==> src/rtl/chart_access_arbiter.sv <==
// chart_access_arbiter: three-requester arbiter serialising read/write/reject accesses to a chart store.
// Ports: clk, sys_rst (sync, active-high); req/we per requester; id (byte) and wdata (chart) per requester;
//        done (one-hot pulse), err (id-0 reject), rdata (last read chart), busy;
//        st_read_id/st_write_id/st_wdata drive the store, st_rdata is its registered read output.
// Build option: define CHART_ARB_RR_EN for round-robin arbitration; otherwise fixed priority 0 > 1 > 2.
module chart_access_arbiter #(
  parameter int CW = 32
) (
  input  logic                clk,
  input  logic                sys_rst,
  input  logic [2:0]          req,
  input  logic [2:0]          we,
  input  logic [2:0][7:0]     id,
  input  logic [2:0][CW-1:0]  wdata,
  output logic [2:0]          done,
  output logic                err,
  output logic [CW-1:0]       rdata,
  output logic                busy,
  output logic [7:0]          st_read_id,
  output logic [7:0]          st_write_id,
  output logic [CW-1:0]       st_wdata,
  input  logic [CW-1:0]       st_rdata
);
  typedef enum logic [1:0] {IDLE, ISSUE, WAIT, RESP} state_t;
  state_t state, nxt;
  logic [1:0] gnt, win;
  logic gnt_v, take, sel_we, op_we, rej;
  logic [7:0] sel_id;
  logic [CW-1:0] sel_wdata;
`ifdef CHART_ARB_RR_EN
  logic [1:0] ptr;
  always_comb begin
    gnt = ptr == 2'd0 ? (req[0] ? 2'd0 : req[1] ? 2'd1 : 2'd2) :
          ptr == 2'd1 ? (req[1] ? 2'd1 : req[2] ? 2'd2 : 2'd0) :
                        (req[2] ? 2'd2 : req[0] ? 2'd0 : 2'd1);
  end
  always_ff @(posedge clk) begin
    if (sys_rst) ptr <= 2'd0;
    else if (take) ptr <= gnt == 2'd2 ? 2'd0 : gnt + 2'd1;
  end
`else
  always_comb begin
    gnt = req[0] ? 2'd0 : req[1] ? 2'd1 : 2'd2;
  end
`endif
  assign gnt_v     = |req;
  assign take      = state == IDLE && gnt_v;
  assign sel_we    = gnt == 2'd0 ? we[0] : gnt == 2'd1 ? we[1] : we[2];
  assign sel_id    = gnt == 2'd0 ? id[0] : gnt == 2'd1 ? id[1] : id[2];
  assign sel_wdata = gnt == 2'd0 ? wdata[0] : gnt == 2'd1 ? wdata[1] : wdata[2];
  always_ff @(posedge clk) begin
    if (sys_rst) state <= IDLE;
    else state <= nxt;
  end
  always_comb begin
    nxt  = state;
    busy = 1'b0;
    done = 3'b000;
    err  = 1'b0;
    nxt  = state == IDLE  ? (gnt_v ? (sel_id == 8'd0 ? RESP : ISSUE) : IDLE) :
           state == ISSUE ? (op_we ? RESP : WAIT) :
           state == WAIT  ? RESP : IDLE;
    busy = state != IDLE;
    done = state == RESP ? 3'b001 << win : 3'b000;
    err  = state == RESP && rej;
  end
  // Store drives are loaded only on the IDLE grant and cleared on every other
  // edge, so they are non-zero exactly during the ISSUE cycle.
  always_ff @(posedge clk) begin
    if (sys_rst) begin
      st_read_id  <= '0;
      st_write_id <= '0;
      st_wdata    <= '0;
      rdata       <= '0;
      win         <= '0;
      op_we       <= 1'b0;
      rej         <= 1'b0;
    end else begin
      st_read_id  <= take && !sel_we ? sel_id : 8'd0;
      st_write_id <= take && sel_we ? sel_id : 8'd0;
      st_wdata    <= take && sel_we && sel_id != 8'd0 ? sel_wdata : '0;
      if (take) begin
        win   <= gnt;
        op_we <= sel_we;
        rej   <= sel_id == 8'd0;
      end
      if (state == WAIT) rdata <= st_rdata;
    end
  end
endmodule

==> config.mk <==
export PLATFORM = sky130hd
export DESIGN_NAME = chart_access_arbiter
export DESIGN_NICKNAME = d
export VERILOG_FILES = /design/src/rtl/chart_access_arbiter.sv
export SDC_FILE = /design/constraint.sdc
export NUM_CORES = 1
export LEC_CHECK = 0
export BUFFER_PORTS_ARGS = -buffer_cell sky130_fd_sc_hd__buf_2
export CAP_MARGIN = 20
export CORE_MARGIN = 10
export CORE_UTILIZATION = 42
export DETAILED_ROUTE_END_ITERATION = 12
export GPL_ROUTABILITY_DRIVEN = 0
export PLACE_DENSITY = 0.9
export SYNTH_ARGS = -nofsm -noshare
export SYNTH_HDL_FRONTEND = slang
export SYNTH_SLANG_ARGS = --single-unit
==> constraint.sdc <==
create_clock -name clk -period 2.2 [get_ports clk]
set_input_delay 0.66 -clock clk [delete_from_list [all_inputs] [get_ports clk]]
set_output_delay 0.66 -clock clk [all_outputs]
set_load 0.01 [all_outputs]
**Word level (Yosys, flattened, before mapping)**

Cells that the tools add are included.

- Output and inout bits: 85
- Flip-flop bits (word level): 86

- Mux-type cells: 15
- Equal/unequal tests: 4
- Reductions and logical operators: 15
- Bitwise operators: 3
- Shifts and indexed selects: 1

Operators with widths:

| cell | number |
|---|---|
| 32-bit two-way mux | 2 |
| 8-bit two-way mux | 2 |
| 2-bit two-way mux | 7 |
| 8-bit logical NOT | 1 |
| 8-bit nonzero test | 1 |
| 2-bit OR reduction | 3 |
| 1-bit logical AND | 5 |
| 2-bit by 1-bit equality test with 1-bit output (second input constant) | 2 |
| 2-bit equality test (second input constant) | 2 |
| 2-bit logical NOT | 2 |
| 1-bit two-way mux | 3 |
| 3-bit two-way mux | 1 |
| 1-bit NOT | 3 |
| 3-bit OR reduction | 1 |
| 1-bit by 2-bit << shifter with 3-bit output (first input constant) | 1 |
| 2-bit nonzero test | 1 |
| 1-bit logical NOT | 1 |

**Logic depth before layout (Yosys ltp)**

Gate-level depths: netlist (run 1).

- Depth after elaboration: 9
- Mapped depth: 8
- Gate-level depth less buffers: 6

**Worst setup path before layout (run 1)**

OpenSTA, ideal clock, no wires.

- Path kind: input -> register
- Start: input req[1]
- End: register st_wdata[19]
- Stages on the path: 8
- Arrival: 1.862 ns
- Buffers on the path: 4
- Setup slack: 0.204 ns
- Required time: 2.066 ns
- Path through: buf_6 > buf_6 > mux2_4 > mux2i_4 > and4_1 > buf_4 > buf_6 > a211oi_1

- Cells in the longest elaborated chain, start to end: 9
- Elaborated cells between the ends (all ways): 17
- Classes of those cells: 1 x eq/ne; 8 x mux; 1 x bitwise; 7 x reduce/logical

Ends and longest elaborated chain:

| what | line | source |
|---|---|---|
| from (decl) | 11 | `input logic [2:0] req,` |
| 2-bit two-way mux (2 in series) | 43 | `gnt = req[0] ? 2'd0 : req[1] ? 2'd1 : 2'd2;` |
| 2-bit by 1-bit equality test with 1-bit output | 48, 49, 50 |  |
| 8-bit two-way mux / 1-bit two-way mux (equally long branches) (2 in series) | 49, 48 |  |
| 8-bit nonzero test / 1-bit logical AND (equally long branches) | 81 | `st_wdata <= take && sel_we && sel_id != 8'd0 ? sel_wdata : '0;` |
| 1-bit logical AND | 81 |  |
| 1-bit NOT (no line) | - |  |
| 2-bit OR reduction (no line) | - |  |
| to (signal assigned) | 81 |  |
| to (decl) | 21 | `output logic [CW-1:0] st_wdata,` |

Several ways; a longest one is shown, not always the timed one.
A chain may end at the register's enable or synchronous reset.

**Worst setup path after layout (run 1)**

- Start: register state[1]
- End: output done[0]

- Cells in the longest elaborated chain, start to end: 2

Ends and longest elaborated chain:

| what | line | source |
|---|---|---|
| from (decl) | 25 | `state_t state, nxt;` |
| from (signal assigned) | 53 | `else state <= nxt;` |
| 2-bit equality test | 64 | `done = state == RESP ? 3'b001 << win : 3'b000;` |
| 3-bit two-way mux | 64 |  |
| to (decl) | 15 | `output logic [2:0] done,` |

No other way between the ends.

==> results of run 1 <==
## cells by family after synthesis
| family | after synthesis |
|---|---|
| multiplexers | 83 |
| adder cells (fa/ha/maj) | 4 |
| AO/OA/AOI/OAI | 72 |
| AND/OR/NAND/NOR | 99 |
| flip-flops | 86 |
| buffers and inverters | 38 |
## area by class of cell
type,count,area [µm²],area share (%)
clock buffers,9,124,2.35
clock inverters,7,86.3,1.63
inverters,4,16.3,0.308
multi-input cells,258,1770,33.6
well taps,108,135,2.56
repair buffers,266,1420,27.0
flip-flops and latches,86,1720,32.6
## per-stage QoR
| stage | total power, mW | hold WS [ns] |
|---|---|---|
| after global routing | 3.60 | 0.534 |
| after global placement | 2.29 | 0.468 |
| final | 3.43 | 0.498 |
| after detailed placement | 2.32 | 0.480 |
| after floorplan | 2.01 | 0.458 |
| after CTS | 3.47 | 0.503 |
## per-layer routing
metal | track usage [%] | routed length, µm
met5 | 0 | 0
met4 | 5.43 | 150
met3 | 8.29 | 1300
met2 | 32.6 | 6440
met1 | 17.9 | 4740
## layout by cell type (no fill, tap or decap), types with 3 or more instances in the layout
| cell | instances |
|---|---|
| a211oi_1 | 32 |
| a21oi_1 | 34 |
| buf_12 | 3 |
| buf_2 | 244 |
| buf_4 | 19 |
| clkbuf_8 | 9 |
| dfxtp_1 | 86 |
| ha_1 | 3 |
| inv_1 | 3 |
| inv_6 | 3 |
| mux2_2 | 8 |
| mux2i_1 | 73 |
| nand2_1 | 4 |
| nor2_1 | 86 |
## power by group
group / internal, mW / leakage (nW) / switching, mW
logic: 0.310 / 1.87 / 0.320
registers: 1.62 / 0.698 / 0.0258
clock network: 0.553 / 0.105 / 0.594
total: 2.49 / 2.67 / 0.940
## worst min-delay path, delay by kind of cell, from the launching register on
family / cells / cell delay, ns
muxes: 1 / 0.06
and+or+nand+nor: 1 / 0.07
DFF: 1 / 0.33
## final timing paths
kind	from	to	slack [ns]
setup / recovery	state[1]	done[0]	0.15
setup reg to reg	state[0]	st_wdata[29]	0.50
hold reg to reg	rdata[18]	rdata[18]	0.50
hold / removal	rdata[18]	rdata[18]	0.50
## flip-flops by register name, indices dropped and copies added (netlist names)
signal / flops
st_read_id: 8
op_we: 1
st_wdata: 32
st_write_id: 8
rej: 1
win: 2
state: 2
rdata: 32
==> summary.txt, run 1 <==
STA
  • RSZ-0062 raised after global routing: no
  • Clock skew: 0.00945 ns
  • Fin. max-slew vios: 0
  • Actual slew at the worst max-slew pin: 0.519 ns
  • Setup TNS: 0 ns
  • Setup ws final: approximately 0.15 ns
  • Final Cycle Share: 93.4%
  • Final Hold Vio Count: 0
  • Setup violators final: 0
  • Post-layout minimum cycle time: 2.05 ns
  • Max frequency: just under 0.5 GHz
  • Slew HR: between 60% and 70%

Min path
  • Min-Delay Path Depth: 2
  • Min-delay worst type: reg2reg

Global routing
  • Global-route wire length before repair: ~19,000 µm
  • Antenna violations before repair: 0
  • Overflow after GRT: 0
  • Total track usage: a little under a fifth
  • Vias in the first global route: slightly below 4,000
  • Largest net degree at the start of global routing: 39

Drt
  • Drt drc: 0
  • Final WL: 12,600 µm
  • Post-DR wirelength/cell: approximately 17 µm
  • Antenna-violating nets left: 0
  • Via count: between 3,000 and 4,000
  • Avg Vias per Cell: slightly below 5
  • First drt pass iteration count: 4
  • Initial DRC count: ~130

Floorplan
  • Die X: about 110 µm
  • Core footprint: 0.00864 mm²
  • Die Footprint: ~0.013 mm²
  • DIE HEIGHT: 114 µm
  • IO Count: ~250
  • FP Rows: 34
  • Starting Density: a little over two fifths

Logic synthesis
  • Mapped Cells: approximately 380
  • Compound-gate portion of the synthesized area: between 10% and 20%
  • Total nets after synthesis: between 500 and 600
  • Leading cell types by count after synthesis: dfxtp_1 (86), nor2_1 (86), mux2i_1 (73), a21oi_1 (34), a211oi_1 (32)
  • Synth Cell Area: about 0.0037 mm²
  • Asr flop ratio synth: 0%
  • Sequential-to-total area share from yosys stat: 46.5%
  • Adder-cell area share of the yosys netlist: ~1.4%
  • Distinct cells, synth: 29
  • Cell taking the most area after synthesis: dfxtp_1
  • Dominant register cell in the synthesized netlist: dfxtp_1
  • Simple-gate share of the synthesized area: a little over a tenth
  • Mux cell area share after synthesis: approximately 23%
  • Synth Area in XOR/XNOR: 0%
  • Synth top area cells: dfxtp_1 (46%), mux2i_1 (20%), nor2_1 (8.7%)
  • Top cell type's share of synthesized area: between 40 and 50%
  • Average size of a mapped cell: 9.70 µm²
  • Synthesis Warnings: 0
  • Flops & latches, synth: 86
  • Post-synth EDFFs: 0
  • Largest family of logic cells by synthesized area: multiplexers

Critical path
  • CP top delay family: flip-flops
  • Critical path, cell by cell: ha_1 > nor3b_1 > buf_2
  • Worst path required time: 1.54 ns
  • Slowest stage delay, CP: 0.39 ns
  • Crit path DAT: between 1 and 1.5 ns
  • Critical path depth: 3
  • Crit-path slowest cell: dfxtp_1
  • Setup Crit Path Kind: reg2out
  • CP max FO: 4
  • Crit. End Element: output pin
  • R2r worst-path depth: 7
  • Crit path launch type: flip-flop
  • Buf/Inv on CP: 1

Status
  • Outcome: complete, no violations

Clock tree
  • TritonCTS Sinks: 86
  • Clk buf depth: 2
  • Resize count post-CTS: 0
  • Post-CTS Setup Bufs: 0
  • H-tree levels: 3
  • Hold_buf cts: 0
  • CTS buffer count: 9
  • Clk Latency, worst-skew pair: between 0.3 and 0.4 ns
  • Clock-pin slew on the worst setup and hold paths: 0.08 ns
  • CTS Root Buffer Type: clkbuf_8
  • CTS tree: built

Pwr
  • Leak pwr: 2.67 nW
  • Pwr/cell area: 649 mW/mm²
  • Maximum vdd drop: 0.000316 V

Placed design
  • Port Buf Inserts: ~240
  • Post-DP HPWL: 10,400 µm
  • Placed cell areas: 0.00507 mm²
  • DP Cell Count: between 700 and 800
  • Post-place setup slack: -0.0408 ns

Layout
  • Final design area excluding fillers: ~0.0053 mm²
  • Fraction of layout cells with a size suffix above 1: between 40% and 50%
  • Area growth syn-to-layout: 42.6%
  • Antenna diodes: 0
  • Non-filler cells, final: between 700 and 800
  • Number of fill cells: slightly above 700
  • Layout Utilization: around 61%
  • Fin nets: between 700 and 800

Flow run
  • Max-cap violations: 0
Power figures use the tool's default switching activity.
==> run 2, diff against run 1 <==
REMOVE_ABC_BUFFERS = 1   (was not set)
==> run 2 against run 1 <==
  * Sequential cell count unchanged
  * Worst setup slack better by 0.036 ns
  * Hold slack better by 0.0043 ns
  * Via count down 1.5%
  * Sequential share of layout area down 0.18 points
  * Critical path type unchanged
==> summary.txt, run 2 (same netlist as run 1, synthesis figures left out) <==
STA
  • Clock skew: 0.00947 ns (+0.0000187 ns)
  • Final Hold Vio Count: 0 (unchanged)
  • Fin. max-slew vios: 0 (unchanged)
  • Final Cycle Share: 91.7% (-1.6 points)
  • RSZ-0062 raised after global routing: no
  • Max frequency: 0.496 GHz (+1.8%)
  • Actual slew at the worst max-slew pin: 0.478 ns (-0.0410 ns)
  • Setup violators final: 0 (unchanged)
  • Slew HR: 68.1% (+2.7 points)
  • Post-layout minimum cycle time: 2.02 ns (-0.0359 ns)

Pwr
  • Maximum vdd drop: 0.000302 V (-4.6%)
  • Power Total: 3.60 mW (+5.1%)
  • Pwr/cell area: 678 mW/mm² (+4.5%)
  • Leak pwr: 2.69 nW (+0.65%)

Floorplan
  • IO Count: 245 (unchanged)
  • Die X: 114 µm (unchanged)
  • Die Footprint: 0.0130 mm² (unchanged)
  • Core footprint: 0.00864 mm² (unchanged)
  • Starting Density: 42.9% (unchanged)
  • DIE HEIGHT: 114 µm (unchanged)
  • FP Rows: 34 (unchanged)

Drt
  • Final WL: 12,700 µm (+0.45%)
  • Met3 wire len: 1340 µm (+3.3%)
  • First drt pass iteration count: 5 (+1)
  • Metal2 WL: 6160 µm (-4.3%)
  • Met1 WL: 5010 µm (+5.7%)
  • Drt drc: 0 (unchanged)
  • Post-DR wirelength/cell: 17.2 µm (+0.59%)
  • Avg Vias per Cell: 4.87 (-1.4%)
  • Highest metal used: met4
  • Initial DRC count: 169 (+27%)
  • Antenna-violating nets left: 0 (unchanged)
  • Via count: 3,589 (-1.5%)

Layout
  • Fraction of layout cells with a size suffix above 1: 46.9% (-0.084 points)
  • Commonest non-fill, non-tap cell in the layout: buf_2
  • Most frequent cells in the layout: buf_2 (244), nor2_1 (86), dfxtp_1 (86)
  • Antenna diodes: 0 (unchanged)
  • Fin nets: 788 (-0.13%)
  • Top Registers: rdata (32), st_wdata (32)
  • Final design area excluding fillers: 0.00531 mm² (+0.54%)
  • Area growth syn-to-layout: 43.3%

Critical path
  • RR Startpoint: state[0]
  • Setup Crit Path Kind: reg2out
  • Worst path required time: 1.54 ns (about the same)
  • Crit path launch type: flip-flop
  • Crit path DAT: 1.36 ns (-0.03 ns)
  • Critical path, cell by cell: inv_1 > ha_1 > inv_1 > buf_2
  • Crit. End Element: output pin
  • Slowest stage delay, CP: 0.37 ns (-0.02 ns)
  • R2r worst-path depth: 7 (unchanged)
  • Critical Path Most Common Cell: inv_1
  • CP max FO: 6 (+2)
  • R2R Path End: st_wdata[18]
  • R2r setup slk: 0.42 ns (-0.08 ns)
  • Crit-path slowest cell: dfxtp_1

Min path
  • HP Start: rdata[6]
  • Min-Delay Path Depth: 2 (unchanged)
  • Min-delay worst type: reg2reg
  • Worst hold endpoint: rdata[6]

Global routing
  • Overflow after GRT: 0 (unchanged)
  • Global-route wire length before repair: 19,500 µm (+2.1%)
  • Total track usage: 18.4% (+0.40 points)
  • Antenna violations before repair: 0 (unchanged)
  • Largest net degree at the start of global routing: 41 (+5.1%)
  • Vias in the first global route: 3,955 (+1.6%)

Clock tree
  • Clk buf depth: 2 (unchanged)
  • Resize count post-CTS: 0 (unchanged)
  • TritonCTS Sinks: 86 (unchanged)
  • CTS tree: built
  • Hold_buf cts: 0 (unchanged)
  • Clock-pin slew on the worst setup and hold paths: 0.08 ns (about the same)
  • CTS buffer count: 9 (unchanged)
  • Post-CTS Setup Bufs: 0 (unchanged)
  • Clk Latency, worst-skew pair: 0.34 ns (about the same)
  • CTS Root Buffer Type: clkbuf_8
  • H-tree levels: 3 (unchanged)

Placed design
  • Post-DP HPWL: 10,600 µm (+1.6%)
  • Placed cell areas: 0.00506 mm² (-0.15%)
  • Port Buf Inserts: 244 (unchanged)

Status
  • Outcome: complete, no violations

Flow run
  • Max-cap violations: 0 (unchanged)
==> run 2: how the worst max path moves through the flow <==
stage / from / to / slack [ns] / depth (start not counted)
6_report: state[0] / busy / 0.18 / 4
3_3_place_gp: req[1] / rej / 0.07 / 6
5_1_grt: state[0] / busy / 0.08 / 4
4_1_cts: state[1] / busy / 0.15 / 4
3_5_place_dp: req[1] / st_wdata[18] / -0.01 / 6
2_1_floorplan: req[1] / rej / -0.02 / 4
==> run 2: critical path, delay by kind of cell (launching register included) <==
kind,cells,cell delay [ns]
DFF,1,0.37
buffers and inverters,3,0.37
adders and majority gates,1,0.28
==> run 2: area by class of cell <==
cell class              instances  area, µm²
fillers                       722       3330
clock inverters                 6        109
inverters                       4       16.3
multi-input cells             258       1770
clock buffers                  10        138
repair buffers                265       1420
flip-flops and latches         86       1720
well taps                     108        135
==> run 2: where the power goes <==
group | internal, mW | switching (mW)
combinational | 0.310 | 0.317
clock | 0.784 | 0.540
sequential | 1.62 | 0.0274
==> run 2: stage by stage <==
stage | setup TNS, ns | worst slack, ns | hold slack [ns] | util, % | cells
2_1_floorplan | -0.504 | -0.0201 | 0.458 | - | 348
3_3_place_gp | 0 | 0.0665 | 0.468 | 58.6 | 721
3_5_place_dp | -0.0609 | -0.0113 | 0.483 | 58.6 | 721
4_1_cts | 0 | 0.153 | 0.504 | 61.5 | 737
5_1_grt | 0 | 0.0754 | 0.533 | 61.5 | 737
6_report | 0 | 0.182 | 0.503 | 61.5 | 737
==> run 2: metal layers <==
layer,vias up,global-route usage [%]
met4,0,5.85
li1,1808,-
met2,184,32.4
met5,-,0
met3,14,7.87
met1,1583,19.4
